### src/rtl/gpio_ctrl_if.sv
// Data-memory bus bundle shared by the core (master) and memory-mapped peripherals (slave).
// Address, strobes and write data come from the core; read data and window hit return from the peripheral.
interface gpio_ctrl_if #(
  parameter int unsigned ADDR_W = 8,
  parameter int unsigned WIDTH  = 8
);
  logic [ADDR_W-1:0] mem_addr;
  logic              mem_write_en;
  logic              mem_read_en;
  logic [WIDTH-1:0]  mem_wdata;
  logic [WIDTH-1:0]  mem_rdata;
  logic              mem_hit;

  modport master (
    output mem_addr, mem_write_en, mem_read_en, mem_wdata,
    input  mem_rdata, mem_hit
  );

  modport slave (
    input  mem_addr, mem_write_en, mem_read_en, mem_wdata,
    output mem_rdata, mem_hit
  );
endinterface

### src/rtl/gpio_ctrl.sv
// Memory-mapped GPIO block: output/direction registers, synchronised inputs and
// edge-triggered sticky interrupt pending bits in an 8-entry bus window.
module gpio_ctrl #(
  parameter int unsigned       WIDTH       = 8,
  parameter int unsigned       ADDR_W      = 8,
  parameter logic [ADDR_W-1:0] BASE_ADDR   = 8'hF0,
  parameter int unsigned       SYNC_STAGES = 2
) (
  input  logic              clk,
  input  logic              rst,
  gpio_ctrl_if.slave        bus,
  input  logic [WIDTH-1:0]  gpio_in,
  output logic [WIDTH-1:0]  gpio_out,
  output logic [WIDTH-1:0]  gpio_oe,
  output logic              irq
);

  localparam logic [2:0] OFF_OUT  = 3'd0;
  localparam logic [2:0] OFF_DIR  = 3'd1;
  localparam logic [2:0] OFF_IN   = 3'd2;
  localparam logic [2:0] OFF_RISE = 3'd3;
  localparam logic [2:0] OFF_FALL = 3'd4;
  localparam logic [2:0] OFF_PEND = 3'd5;

  logic [SYNC_STAGES-1:0][WIDTH-1:0] sync_q;
  logic [WIDTH-1:0] sync_d_q;
  logic [WIDTH-1:0] out_q, out_d;
  logic [WIDTH-1:0] dir_q, dir_d;
  logic [WIDTH-1:0] rise_en_q, rise_en_d;
  logic [WIDTH-1:0] fall_en_q, fall_en_d;
  logic [WIDTH-1:0] pend_q, pend_d;
  logic [WIDTH-1:0] rdata_q, rdata_d;

  logic             hit_s;
  logic [2:0]       off_s;
  logic             wr_s;
  logic             rd_s;
  logic [WIDTH-1:0] sync_s;
  logic [WIDTH-1:0] in_val_s;
  logic [WIDTH-1:0] rise_s;
  logic [WIDTH-1:0] fall_s;
  logic [WIDTH-1:0] w1c_s;
  logic [WIDTH-1:0] rd_val_s;

  // BASE_ADDR is 8-aligned, so the window is a match on the upper address bits.
  assign hit_s    = (bus.mem_addr[ADDR_W-1:3] == BASE_ADDR[ADDR_W-1:3]);
  assign off_s    = bus.mem_addr[2:0];
  assign wr_s     = bus.mem_write_en & hit_s;
  assign rd_s     = bus.mem_read_en & hit_s;

  assign sync_s   = sync_q[SYNC_STAGES-1];
  assign in_val_s = (dir_q & out_q) | (~dir_q & sync_s);
  assign rise_s   = sync_s & ~sync_d_q & ~dir_q & rise_en_q;
  assign fall_s   = ~sync_s & sync_d_q & ~dir_q & fall_en_q;

  assign bus.mem_hit   = hit_s;
  assign bus.mem_rdata = rdata_q;
  assign gpio_out      = out_q;
  assign gpio_oe       = dir_q;
  assign irq           = |pend_q;

  // Input synchroniser chain plus the one-cycle-delayed copy used for edge detection.
  always_ff @(posedge clk) begin
    if (rst) begin
      sync_q   <= '0;
      sync_d_q <= '0;
    end else begin
      sync_q[0] <= gpio_in;
      for (int i = 1; i < SYNC_STAGES; i++) begin
        sync_q[i] <= sync_q[i-1];
      end
      sync_d_q <= sync_s;
    end
  end

  // Register writes; W1C and a same-cycle edge event resolve with set winning.
  always_comb begin
    out_d     = out_q;
    dir_d     = dir_q;
    rise_en_d = rise_en_q;
    fall_en_d = fall_en_q;
    w1c_s     = '0;
    if (wr_s) begin
      case (off_s)
        OFF_OUT:  out_d     = bus.mem_wdata;
        OFF_DIR:  dir_d     = bus.mem_wdata;
        OFF_RISE: rise_en_d = bus.mem_wdata;
        OFF_FALL: fall_en_d = bus.mem_wdata;
        OFF_PEND: w1c_s     = bus.mem_wdata;
        default:  w1c_s     = '0;
      endcase
    end else begin
      w1c_s = '0;
    end
    pend_d = (pend_q & ~w1c_s) | rise_s | fall_s;
  end

  // Read mux sees pre-write register values, so a simultaneous read returns the old contents.
  always_comb begin
    case (off_s)
      OFF_OUT:  rd_val_s = out_q;
      OFF_DIR:  rd_val_s = dir_q;
      OFF_IN:   rd_val_s = in_val_s;
      OFF_RISE: rd_val_s = rise_en_q;
      OFF_FALL: rd_val_s = fall_en_q;
      OFF_PEND: rd_val_s = pend_q;
      default:  rd_val_s = '0;
    endcase
    if (rd_s) begin
      rdata_d = rd_val_s;
    end else begin
      rdata_d = rdata_q;
    end
  end

  // Architectural register state.
  always_ff @(posedge clk) begin
    if (rst) begin
      out_q     <= '0;
      dir_q     <= '0;
      rise_en_q <= '0;
      fall_en_q <= '0;
      pend_q    <= '0;
      rdata_q   <= '0;
    end else begin
      out_q     <= out_d;
      dir_q     <= dir_d;
      rise_en_q <= rise_en_d;
      fall_en_q <= fall_en_d;
      pend_q    <= pend_d;
      rdata_q   <= rdata_d;
    end
  end

endmodule

### src/flat_wrapper.sv
// flat-port wrapper written by rule: the top's interface ports become plain ports
module gpio_ctrl_flat 
#(
  parameter int unsigned       WIDTH       = 8,
  parameter int unsigned       ADDR_W      = 8,
  parameter logic [ADDR_W-1:0] BASE_ADDR   = 8'hF0,
  parameter int unsigned       SYNC_STAGES = 2
)
  (clk, rst, gpio_in, gpio_out, gpio_oe, irq, bus_mem_addr, bus_mem_write_en, bus_mem_read_en, bus_mem_wdata, bus_mem_rdata, bus_mem_hit);
  gpio_ctrl_if #(.ADDR_W(ADDR_W), .WIDTH(WIDTH)) bus_i ();
  input  logic clk;
  input  logic rst;
  input  logic [WIDTH-1:0] gpio_in;
  output logic [WIDTH-1:0] gpio_out;
  output logic [WIDTH-1:0] gpio_oe;
  output logic irq;
  input wire logic [$bits(bus_i.mem_addr)-1:0] bus_mem_addr;
  input wire logic [$bits(bus_i.mem_write_en)-1:0] bus_mem_write_en;
  input wire logic [$bits(bus_i.mem_read_en)-1:0] bus_mem_read_en;
  input wire logic [$bits(bus_i.mem_wdata)-1:0] bus_mem_wdata;
  output wire logic [$bits(bus_i.mem_rdata)-1:0] bus_mem_rdata;
  output wire logic [$bits(bus_i.mem_hit)-1:0] bus_mem_hit;
  assign bus_i.mem_addr = bus_mem_addr;
  assign bus_i.mem_write_en = bus_mem_write_en;
  assign bus_i.mem_read_en = bus_mem_read_en;
  assign bus_i.mem_wdata = bus_mem_wdata;
  assign bus_mem_rdata = bus_i.mem_rdata;
  assign bus_mem_hit = bus_i.mem_hit;
  gpio_ctrl #(.WIDTH(WIDTH), .ADDR_W(ADDR_W), .BASE_ADDR(BASE_ADDR), .SYNC_STAGES(SYNC_STAGES)) u_core (.clk(clk), .rst(rst), .bus(bus_i), .gpio_in(gpio_in), .gpio_out(gpio_out), .gpio_oe(gpio_oe), .irq(irq));
endmodule
### config.mk
export PLATFORM = sky130hd
export DESIGN_NAME = gpio_ctrl_flat
export DESIGN_NICKNAME = d
export VERILOG_FILES = /design/src/rtl/gpio_ctrl_if.sv /design/src/rtl/gpio_ctrl.sv /design/src/flat_wrapper.sv
export SDC_FILE = /design/constraint.sdc
export NUM_CORES = 1
export LEC_CHECK = 0
export ABC_AREA = 0
export BUFFER_PORTS_ARGS = -buffer_cell sky130_fd_sc_hd__clkbuf_2
export CORE_MARGIN = 4
export CORE_UTILIZATION = 56
export DETAILED_ROUTE_END_ITERATION = 7
export PLACE_DENSITY_LB_ADDON = 0.3
export SLEW_MARGIN = 20
export SYNTH_ARGS = -nofsm -noshare
export SYNTH_HDL_FRONTEND = slang
export SYNTH_SLANG_ARGS = --single-unit
export TNS_END_PERCENT = 50
### constraint.sdc
create_clock -name clk -period 1.95 [get_ports clk]
set_input_delay 0.585 -clock clk [delete_from_list [all_inputs] [get_ports clk]]
set_output_delay 0.585 -clock clk [all_outputs]
set_load 0.03 [all_outputs]
Word-level counts from Yosys, hierarchy flattened
Index checks and enable logic that the tools add are counted.
{ "totals": {"ff_bits": 72, "inputBits": 28, "wordCells": 42} }
{ "classes": {"n_eq_ne": 6, "muxes": 3, "bitwise_logic": 18, "reduce_logical": 6} }
{ "op_table": {"columns": ["op", "count"], "rows": [
  ["AND 8 bit", 9],
  ["one-hot mux 8 bit (6 select lines)", 1],
  ["inverter 8 bit", 4],
  ["OR 8 bit", 3],
  ["2-to-1 mux 8 bit", 2],
  ["AND reduction 2 bit", 4],
  ["OR reduction 8 bit", 1],
  ["== test 3 x 2 -> 1 bit (second input constant)", 2],
  ["== test 3 bit (second input constant)", 2],
  ["== test 5 bit (second input constant)", 1],
  ["== test 3 x 1 -> 1 bit (second input constant)", 1],
  ["zero test 3 bit", 1],
  ["AND 1 bit", 2]
]} }

Logic depth before layout (Yosys ltp)
Gate-level depths: netlist of run 1.
{ "depth": {"ltp_word": 7, "mapped_depth": 6, "mapped_depth_nobuf": 4} }

Worst setup path after synthesis of run 1
Ideal clock, no wire load.
{ "synth_timing": {"kind": "input to output", "from": "input port bus_mem_addr[3]", "to": "output port bus_mem_hit", "t_arrival_ps": 1263, "t_required_ps": 1365, "slack_ps": 102, "stages": 3, "n_path_buf": 1, "path_cell_list": "and4b_1 -> buf_6 -> and2_1"} }
{ "synth_via": {"elab_chain_cells": 1} }
{ "synth_rtl": {"columns": ["item", "line", "source"], "rows": [
  ["from (decl)", "flat_wrapper.sv:17", "input wire logic [$bits(bus_i.mem_addr)-1:0] bus_mem_addr;"],
  ["== test 5 bit", "gpio_ctrl.sv:46", "assign hit_s = (bus.mem_addr[ADDR_W-1:3] == BASE_ADDR[ADDR_W-1:3]);"],
  ["to (decl)", "flat_wrapper.sv:22", "output wire logic [$bits(bus_i.mem_hit)-1:0] bus_mem_hit;"]
]} }
Every way passes these cells.

Worst setup path after layout of run 1
{ "layout_timing": {"from": "register u_core.pend_q[3]", "to": "output port irq"} }
{ "layout_via": {"elab_chain_cells": 1} }
{ "layout_rtl": {"columns": ["item", "line", "source"], "rows": [
  ["from (decl)", "gpio_ctrl.sv:31", "logic [WIDTH-1:0] pend_q, pend_d;"],
  ["from (signal assigned)", "gpio_ctrl.sv:130", "pend_q <= pend_d;"],
  ["OR reduction 8 bit", "gpio_ctrl.sv:60", "assign irq = |pend_q;"],
  ["to (decl)", "flat_wrapper.sv:16", "output logic irq;"]
]} }
Every way passes these cells.

==> metrics.cfg, run 1 <==
[final_layout]
nets=424
drive_gt1_share_pct=26.3
final-seq-area_sq_um=1440
stdcell_area_sq_um=3780
area.growth.synth_to_final_pct=17.4
final_common_cell=dfxtp_1
layout_common_cells=dfxtp_1 (72), clkbuf_2 (53), mux2i_1 (44)
n_antenna_cell=0
multi_input_area_sq_um=1650
nFillCells=460

[run]
max_cap_viol_count=0

[logic_synthesis]
avgSynthCellArea_sq_um=9.70
synth-seq-area-share_pct=44.8
synth_mux_area_share_pct=15.1
synth_compound_area_share_pct=11.6
synth_cells=332
synth_nets=360
synth_seq_cells=72
synth_top_family_by_area=simple AND/OR/NAND/NOR gates
synth_edf_count=0
synthAdderAreaFrac_pct=0
syn_area_sq_um=3220
synth_xor_area_share_pct=0
synth-simple-area-share_pct=24.3
dominantRegCellSynth=dfxtp_1
yosysWarnings=0
ys_types=43
async_flop_share_pct=0

[setup_path]
critPathKind=flop to output pin
worst_ep_arrival_time_ps=1330
endpoint_kind=output pin
cp_max_fo=3
cp-start-kind=flop
worst_ep_required_time_ps=1360

[route]
drtPass1Iterations=4
wire_per_inst_um=15.9
vias_per_cell=5.63
drc=0
routed_wl_um=7500
vias=2655
drt-initial-drc-count=216
antenna_left=0

[min_path]
hold_class=flop to flop

[floorplan]
core_sq_um=5540
die_w_um=83.8
die_height_um=83.8
start_util_pct=58.1
ioPinCount=54
die_area_sq_um=7030
core.rowCount=27

[clock_network]
cts_tree=built
cts_buffers=9
clockBufferDepth=2
cts_max_level=3
clk_pin_slew_ps=70
worst_skew_pair.late_latency_ps=340
cts_root_buf=clkbuf_8
cts.sinks=72
cts_hold_buffers=0

[timing]
layout_worst_path_cycle_share_pct=98.3
tns_ps=0
fin_crit_ps=1920
worstMarginPinSlew_ps=432
slew_headroom_pct=71.2
worst_hold_slack_ps=434
skew_ps=9.46
setup_violations=0
slew_violations=0
hold_viol_final=0
fmax_mhz=522
rsz0062_at_grt=false

[placed_design]
placed_area_sq_um=3620
dp_hpwl_um=5340
port_buffers=53
gp_congestion=0.867

[global_routing]
grt_overflow=0
gr-usage-all-layers_pct=21.9
grt_pass1_wl_um=12400
antenna_found_initial=0
grt_pass1_vias=2592
grt_max_degree=32

[power_and_ir_drop]
leakage_nw=1.72
power_density_nw_per_um2=707
ir_worst_vdd_uv=495

[outcome]
status=completed

cells by family after synthesis:
logic type      Yosys count
compound gates           54
flops                    72
simple gates            133
buf+inv                  25
mux                      48
cell usage after synthesis (all sizes together), types with 5 or more instances:
cell type / count / area, sq um
dfxtp: 72 / 1440
nor2b: 28 / 175
nand3b: 9 / 67.6
o221ai: 5 / 43.8
nor2: 38 / 150
clkbuf: 9 / 33.8
nand2: 16 / 60.1
mux2i: 44 / 440
o21ai: 17 / 85.1
buf: 12 / 90.1
nand3: 15 / 75.1
a21oi: 12 / 60.1
nand2b: 10 / 62.6
stage by stage:
step | util, % | instances | worst slack, ps | power, W
floorplan | - | 332 | 102 | 0.00165
global placement | 65.4 | 457 | 134 | 0.00173
detailed placement | 65.4 | 457 | 108 | 0.00173
CTS | 68.3 | 472 | 22.4 | 0.00268
global route | 68.3 | 472 | 12.0 | 0.00277
finish | 68.3 | 472 | 33.2 | 0.00267
worst max-delay path, stage by stage (launching register included):
cell	delay (ps)
dfxtp_1	340
nor4_2	330
nand2_1	120
clkbuf_2	200
per-layer routing:
metal	vias to the layer above	wire [um]	share of wire (%)	track usage (%)
met3	10	540	7.2	6.42
met5	-	0	0	0
li1	1298	-	-	-
met4	0	99	1.3	8.63
met2	97	3510	47	34.1
met1	1250	3340	45	28.5
power by group:
part / leakage [nW] / internal (W) / switching [W] / total, W
logic: 1.06 / 0.0000830 / 0.000114 / 0.000197
clock network: 0.0789 / 0.000448 / 0.000525 / 0.000973
registers: 0.584 / 0.00149 / 0.0000113 / 0.00150
layout make-up:
type / instances / share of cell area, %
multi-input cells: 235 / 43.5
clock inverters: 4 / 0.595
clock buffers: 11 / 3.47
inverters: 4 / 0.397
flip-flops and latches: 72 / 38.1
well taps: 72 / 2.38
repair buffers: 74 / 11.5
what timing repair did:
| action | in CTS | in global routing |
|---|---|---|
| buffers inserted | 0 | 0 |
| hold endpoints to repair | 0 | 0 |
| endpoints found under the setup margin | 1 | 0 |
| gates resized for setup | 1 | 0 |
final timing paths:
path | start | endpoint | slack (ps) | depth (start not counted)
setup / recovery | u_core.pend_q[3] | irq | 30 | 3
setup reg to reg | u_core.gpio_oe[1] | u_core.bus.mem_rdata[1] | 740 | 4
hold reg to reg | u_core.sync_q[1] | u_core.sync_s[1] | 430 | 1
hold / removal | u_core.sync_q[1] | u_core.sync_s[1] | 430 | 1
No activity file was read; power rests on OpenSTA's default activity.
==> run 2, diff against run 1 <==
CELL_PAD_IN_SITES_DETAIL_PLACEMENT = 1   (was not set)
CELL_PAD_IN_SITES_GLOBAL_PLACEMENT = 2   (was not set)
CORE_UTILIZATION = 37   (was 56)
clock period = 2.31 ns   (was 1.95 ns; I/O delays follow)
==> run 2 against run 1 <==
Against the previous run:
- sequential cell count did not move
- critical endpoint unchanged
- clock power rose by 17%
- sequential share of layout area fell by 0.85 points
- clock-buffer cell count did not move
- hold slack improved by 8.3 ps
- first-iteration DRC count fell by 40%
- die area rose by 46%
- worst setup slack improved by 200 ps
- sequential power fell by 15%
==> metrics.cfg, run 2 (synthesis results as in run 1) <==
[setup_path]
worst_ep_required_time_ps=1620
endpoint_kind=output pin
cp-start-kind=flop
slowest_stage=nor4_1
cp_max_fo=3
path_cells=nor4_1 -> nand2_1 -> clkbuf_2
worstReg2RegStart=u_core.gpio_oe[4]
cpPeakStageDelay_ps=370
critPathKind=flop to output pin
worst_ep_arrival_time_ps=1380
crit_start=u_core.pend_q[3]

[final_layout]
nFillCells=997
nets=421
drive_gt1_share_pct=25.9
n_antenna_cell=0
area.growth.synth_to_final_pct=20.1
layout_common_cells=dfxtp_1 (72), clkbuf_2 (53), mux2i_1 (44)
stdcell_area_sq_um=3870
finalNonFillerCells=502
final_common_cell=dfxtp_1

[route]
drt-initial-drc-count=130
drtPass1Iterations=4
wire_per_inst_um=17.6
routed_wl_um=8810
antenna_left=0
vias=2657
drc=0
vias_per_cell=5.29

[min_path]
min_from=u_core.sync_q[6]
hold_class=flop to flop

[run]
max_cap_viol_count=0

[clock_network]
worst_skew_pair.late_latency_ps=340
cts_max_level=3
clockBufferDepth=2
cts_hold_buffers=0
cts_tree=built
cts_root_buf=clkbuf_8
cts.sinks=72
cts_setup_buffers=0
clk_pin_slew_ps=70
postCtsResizedCells=0
cts_buffers=9

[global_routing]
grt_pass1_wl_um=14300
grt_pass1_vias=2710
grt_max_degree=46
antenna_found_initial=0
gr-usage-all-layers_pct=18.0
grt_overflow=0

[timing]
setup_violations=0
layout_worst_path_cycle_share_pct=89.8
fin_crit_ps=2080
worst_hold_slack_ps=442
hold_viol_final=0
slew_violations=0
fmax_mhz=482
rsz0062_at_grt=false
skew_ps=7.45
tns_ps=0
worstMarginPinSlew_ps=439
slew_headroom_pct=70.7

[outcome]
status=completed

[placed_design]
placed_area_sq_um=3640
dp_cells=487
port_buffers=53
gp_congestion=0.789
dp_hpwl_um=6140

[power_and_ir_drop]
power_density_nw_per_um2=665
leakage_nw=1.74
ir_worst_vdd_uv=321

[floorplan]
die_area_sq_um=10300
die_w_um=101
ioPinCount=54
core.rowCount=33
start_util_pct=38.6
core_sq_um=8340
die_height_um=101

## run 2: worst max-delay path, delay by kind of cell (launching register included)
family | cells | cell delay, ps
buffers and inverters | 1 | 210
DFF | 1 | 340
and+or+nand+nor | 2 | 500
## run 2: metal layers
| metal | track usage (%) | vias up | wire length (um) |
|---|---|---|---|
| li1 | - | 1289 | - |
| met2 | 28.7 | 49 | 4080 |
| met5 | 0 | - | 0 |
| met4 | 4.60 | 0 | 142 |
| met3 | 3.58 | 11 | 318 |
| met1 | 24.9 | 1308 | 4270 |
## run 2: where the power goes
| group | total (W) | switching (W) | leakage, nW | internal [W] |
|---|---|---|---|---|
| sequential | 0.00127 | 0.0000104 | 0.584 | 0.00126 |
| combinational | 0.000168 | 0.0000997 | 1.04 | 0.0000679 |
| clock | 0.00114 | 0.000471 | 0.112 | 0.000665 |
## run 2: layout make-up
class / instances / area (sq um) / share of cell area [%]
clock buffer: 11 / 151 / 3.91
clock inverter: 4 / 76.3 / 1.97
inverter: 4 / 15.0 / 0.388
multi-input combinational: 235 / 1640 / 42.4
sequential: 72 / 1440 / 37.3
tap: 105 / 131 / 3.40
timing repair buffer: 71 / 413 / 10.7
## run 2: stage by stage
step	utilization, %	setup slack [ps]	power [W]
2_1_floorplan	-	246	0.00140
3_3_place_gp	43.7	285	0.00146
3_5_place_dp	43.7	251	0.00147
4_1_cts	46.4	221	0.00261
5_1_grt	46.4	88.8	0.00268
6_report	46.4	235	0.00257
## run 2: worst paths after layout
kind	to	slack [ps]	depth (start not counted)
hold / removal	u_core.sync_s[6]	440	1
setup reg to reg	u_core.bus.mem_rdata[4]	1060	4
setup / recovery	irq	230	3
hold reg to reg	u_core.sync_s[6]	440	1
